## src/rtl/key_bytes_to_words.sv

```systemverilog
// key_bytes_to_words: RC5 key-expansion front end.
// Walks the key byte memory K from the top byte down to byte 0 and builds the
// L word array in an external word memory by read-modify-write:
//     L[i/u] = (L[i/u] << 8) + K[i]
// A CLEAR pass zeroes L first, so the previous memory contents never matter.
// The sequence runs once after reset release and then parks in DONE.
module key_bytes_to_words #(
    parameter int w        = 32,
    parameter int u        = 4,
    parameter int b        = 16,
    parameter int b_length = 4,
    parameter int c        = 4,
    parameter int c_length = 2
) (
    input  logic                clk1,
    input  logic                rst,
    input  logic [7:0]          key_sub_i,
    input  logic [w-1:0]        L_sub_i,
    output logic [b_length-1:0] key_address,
    output logic [c_length-1:0] L_address,
    output logic [w-1:0]        L_sub_i_prima,
    output logic                L_write_en,
    output logic                done
);

    localparam int CNT_W = (b_length > c_length) ? b_length : c_length;
    localparam int U_LOG = $clog2(u);

    localparam logic [CNT_W-1:0]    CNT_CLEAR_LAST = CNT_W'(c - 1);
    localparam logic [CNT_W-1:0]    CNT_LOAD_LAST  = CNT_W'(b - 1);
    localparam logic [b_length-1:0] KEY_TOP        = b_length'(b - 1);

    typedef enum logic [1:0] {
        S_CLEAR = 2'd0,
        S_LOAD  = 2'd1,
        S_DONE  = 2'd2
    } state_t;

    state_t           r_state;
    state_t           w_state_next;
    logic [CNT_W-1:0] r_cnt;
    logic [CNT_W-1:0] w_cnt_next;

    // Byte being merged during LOAD counts down from the top of the key,
    // and the word it belongs to is simply that index divided by u.
    logic [CNT_W-1:0] w_byte_idx;
    logic [CNT_W-1:0] w_word_idx;

    assign w_byte_idx = CNT_LOAD_LAST - r_cnt;
    assign w_word_idx = w_byte_idx >> U_LOG;

    // Top byte of the old word is shifted out, and the index wires are wider
    // than the addresses they feed; fold the leftover bits away explicitly.
    logic w_unused_bits;
    assign w_unused_bits = ^{L_sub_i[w-1:w-8], w_word_idx, w_byte_idx};

    // State and counter register; reset aborts any pass and restarts CLEAR.
    always_ff @(posedge clk1 or negedge rst) begin
        if (!rst) begin
            r_state <= S_CLEAR;
            r_cnt   <= '0;
        end else begin
            r_state <= w_state_next;
            r_cnt   <= w_cnt_next;
        end
    end

    // Next-state logic: CLEAR for c cycles, LOAD for b cycles, then DONE forever.
    always_comb begin
        w_state_next = r_state;
        w_cnt_next   = r_cnt;
        case (r_state)
            S_CLEAR: begin
                if (r_cnt == CNT_CLEAR_LAST) begin
                    w_state_next = S_LOAD;
                    w_cnt_next   = '0;
                end else begin
                    w_cnt_next = r_cnt + 1'b1;
                end
            end
            S_LOAD: begin
                if (r_cnt == CNT_LOAD_LAST) begin
                    w_state_next = S_DONE;
                    w_cnt_next   = '0;
                end else begin
                    w_cnt_next = r_cnt + 1'b1;
                end
            end
            default: begin
                w_state_next = S_DONE;
                w_cnt_next   = '0;
            end
        endcase
    end

    // Output decode: purely combinational from state, counter and read data.
    always_comb begin
        key_address   = '0;
        L_address     = '0;
        L_sub_i_prima = '0;
        L_write_en    = 1'b0;
        done          = 1'b0;
        case (r_state)
            S_CLEAR: begin
                key_address = KEY_TOP;
                L_address   = r_cnt[c_length-1:0];
                L_write_en  = 1'b1;
            end
            S_LOAD: begin
                key_address   = w_byte_idx[b_length-1:0];
                L_address     = w_word_idx[c_length-1:0];
                L_sub_i_prima = {L_sub_i[w-9:0], key_sub_i};
                L_write_en    = 1'b1;
            end
            default: begin
                done = 1'b1;
            end
        endcase
    end

endmodule

```

## config.mk

```make
export PLATFORM = sky130hd
export DESIGN_NAME = key_bytes_to_words
export DESIGN_NICKNAME = d
export VERILOG_FILES = /design/src/rtl/key_bytes_to_words.sv
export SDC_FILE = /design/constraint.sdc
export NUM_CORES = 1
export LEC_CHECK = 0
export CAP_MARGIN = 25
export CORE_MARGIN = 2
export CORE_UTILIZATION = 24
export CTS_CLUSTER_SIZE = 28
export DETAILED_ROUTE_END_ITERATION = 12
export PLACE_DENSITY = 0.83
export REMOVE_ABC_BUFFERS = 1
export SYNTH_ARGS = -nofsm -noshare
export SYNTH_HDL_FRONTEND = slang
export SYNTH_SLANG_ARGS = --single-unit
```

## constraint.sdc

```tcl
create_clock -name clk1 -period 2.7 [get_ports clk1]
set_input_delay 0.27 -clock clk1 [delete_from_list [all_inputs] [get_ports clk1]]
set_output_delay 0.27 -clock clk1 [all_outputs]
set_load 0.01 [all_outputs]
```

==> impl_metrics.env <==
export IMPL_outcome="complete, no violations"
export IMPL_finalHoldViolations=0
export IMPL_path_buf_inv=1
export IMPL_nets=184
export IMPL_fin_crit_ps=2250
export IMPL_ctsResizeCount=0
export IMPL_leakagePower_uw=0.000516
export IMPL_hold_path_class="in -> async"
export IMPL_clk_pin_slew_ps=40
export IMPL_drive_gt1_share_pct=5.76
export IMPL_cap_violations=0
export IMPL_fmax_ghz=0.444
export IMPL_slew_headroom_pct=75.1
export IMPL_gr_total_overflow=0
export IMPL_post_place_ws_ps=676
export IMPL_port_buffer_count=73
export IMPL_die_h_um=51.7
export IMPL_setup_violations_final=0
export IMPL_power_per_cell_area_nw_per_um2=167
export IMPL_detail_route_wl_per_cell_um=12.1
export IMPL_avgSynthCellArea_um2=7.92
export IMPL_critical_path_class="reg -> out"
export IMPL_clk_latency_ps=240
export IMPL_dr_total_vias=717
export IMPL_drt_iter0_drc=4
export IMPL_antenna_found_initial=0
export IMPL_cts_root_buffer="clkbuf_4"
export IMPL_ant_nets=0
export IMPL_worst_path_max_fanout=33
export IMPL_routed_via_density=4.29
export IMPL_critPathCaptureType="output port"
export IMPL_hold_buffers=0
export IMPL_crit_family="simple AND/OR/NAND/NOR gates"
export IMPL_ff2ff_path_depth=4
export IMPL_rsz0062_at_grt="no"
export IMPL_synth_cell_types=23
export IMPL_io_pins=82
export IMPL_wl_um=2020
export IMPL_yosysWarnings=0
export IMPL_floorplan_initialDensity_pct=25.0
export IMPL_synth_seq_cells=6
export IMPL_antenna_cells=0
export IMPL_cp_cell_sequence="and2b_2 -> and2_1 -> clkdlybuf4s50_1"
export IMPL_final_setup_skew_ps=0.373
export IMPL_die_w_um=51.7
export IMPL_setup_ws_ps=445
export IMPL_worst_slew_pin_slew_ps=373
export IMPL_slowest_stage="clkdlybuf4s50_1"
export IMPL_finalCritPeriodShare_pct=83.5
export IMPL_synthToLayoutAreaGrowth_pct=138
export IMPL_drc=0
export IMPL_dieArea_um2=2680
export IMPL_rows=17
export IMPL_whs_ps=267
export IMPL_path_depth=3
export IMPL_synth_top_area_share_pct=36.6
export IMPL_cts_path_max_buffers=2
export IMPL_cts_buffers=3
export IMPL_cts_tree="yes"
export IMPL_syn_cell_area_um2=547
export IMPL_worstPathRequired_ps=2430
export IMPL_yosys_top_cells_area="and2_1 (37%), dfrtp_1 (27%), a21oi_1 (4.6%)"
export IMPL_grt_max_degree=34
export IMPL_drv_slew=0
export IMPL_hpwlAfterDp_um=1760
export IMPL_peakVddDrop_mv=0.167
export IMPL_core_area_um2=2190
export IMPL_cp_start_kind="flip-flop"
export IMPL_grt_pass1_wl_um=2880
export IMPL_tns_ps=0
export IMPL_dr_pass1_iters=4
export IMPL_yosysTopAreaCell="and2_1"
export IMPL_post_cts_buffers=0
export IMPL_cts_htree_levels=1
export IMPL_cpPeakStageDelay_ps=540
export IMPL_postSynthCellCount=69
export IMPL_cts_sinks=6
export IMPL_ys_seq_area_share_pct=27.5
export IMPL_gp_congestion=0.722
export IMPL_cp_arrival_ps=1980
export IMPL_grt_pass1_vias=541
export IMPL_grt_usage_pct=14.6
## cell families after synthesis
kind of cell	Yosys count	share of synthesized area [%]
muxes	1	2.06
AOI/OAI and AO/OA	9	9.61
DFF	6	27.5
and+or+nand+nor	43	49.9
xor gates and xnor gates	1	1.60
buffers and inverters	8	7.09
adders and majority gates	1	2.29
## metal layers
layer | vias up | global-route usage (%) | routed length [µm]
met2 | 42 | 24.4 | 923
li1 | 360 | - | -
met3 | 2 | 5.75 | 241
met1 | 313 | 17.4 | 842
met5 | - | 0 | 0
met4 | 0 | 3.95 | 14
## worst paths after layout
| path | start | endpoint | slack, ps |
|---|---|---|---|
| min in group clk1 | r_cnt[0] | r_cnt[0] | 540 |
| worst min-delay path | rst | r_cnt[3] | 270 |
| worst max register to register | r_cnt[0] | r_cnt[3] | 1410 |
| worst min register to register | r_cnt[0] | r_cnt[0] | 540 |
| max in group asynchronous | rst | r_cnt[0] | 2220 |
| worst max-delay path | r_state[1] | L_sub_i_prima[16] | 450 |
## worst reg2reg max path, stage by stage (launching register included)
cell	delay (ps)
dfrtp_1	420
ha_1	280
and4_4	200
or2_4	230
nor2_2	100
## layout by cell type, fill, tap and decap left out, types with 2 or more instances in the layout
master and instances:
a21oi_1 5, and2_1 32, clkbuf_4 3, clkdlybuf4s50_1 73, dfrtp_1 6, inv_1 2
nand2_1 2, o21a_1 2
## report_power, final
| part | switching (µW) | internal, µW | leakage (µW) |
|---|---|---|---|
| registers | 0 | 90.3 | 0.0000786 |
| logic | 5.56 | 41.0 | 0.000424 |
| clock network | 30.3 | 50.1 | 0.0000138 |
| total | 35.9 | 181 | 0.000516 |
## state kept, by name, indices dropped and copies added, names as in the netlist
name and flops:
r_cnt 4, r_state 2
## cells in the mapped netlist
cell type,count
a21oi_1,5
and2_1,32
and2b_2,1
and4_4,1
buf_2,1
buf_6,1
clkbuf_1,4
dfrtp_1,6
ha_1,1
inv_1,2
mux2_2,1
nand2_1,2
nand3_1,1
nor2_1,1
nor2_2,1
nor2b_1,1
nor4_1,1
nor4b_1,1
o21a_1,2
o21ai_0,1
o31ai_1,1
or2_4,1
xnor2_1,1
## through the flow
stage                     cells  area [µm²]  utilization, %  total power [µW]
final                       167        1300            59.5               217
after global routing        167        1300            59.5               225
after CTS                   167        1300            59.5               223
after detailed placement    164        1280            58.5               138
after global placement      164        1280            58.5               138
after floorplan              63         515               -              91.9
## final cells by class
| type | count | area (µm²) |
|---|---|---|
| Timing Repair Buffer | 73 | 731 |
| Multi-Input combinational cell | 55 | 358 |
| Inverter | 2 | 7.51 |
| Fill cell | 179 | 887 |
| Clock buffer | 3 | 22.5 |
| Tap cell | 28 | 35.0 |
| Sequential cell | 6 | 150 |
Power figures use the tool's default switching activity.
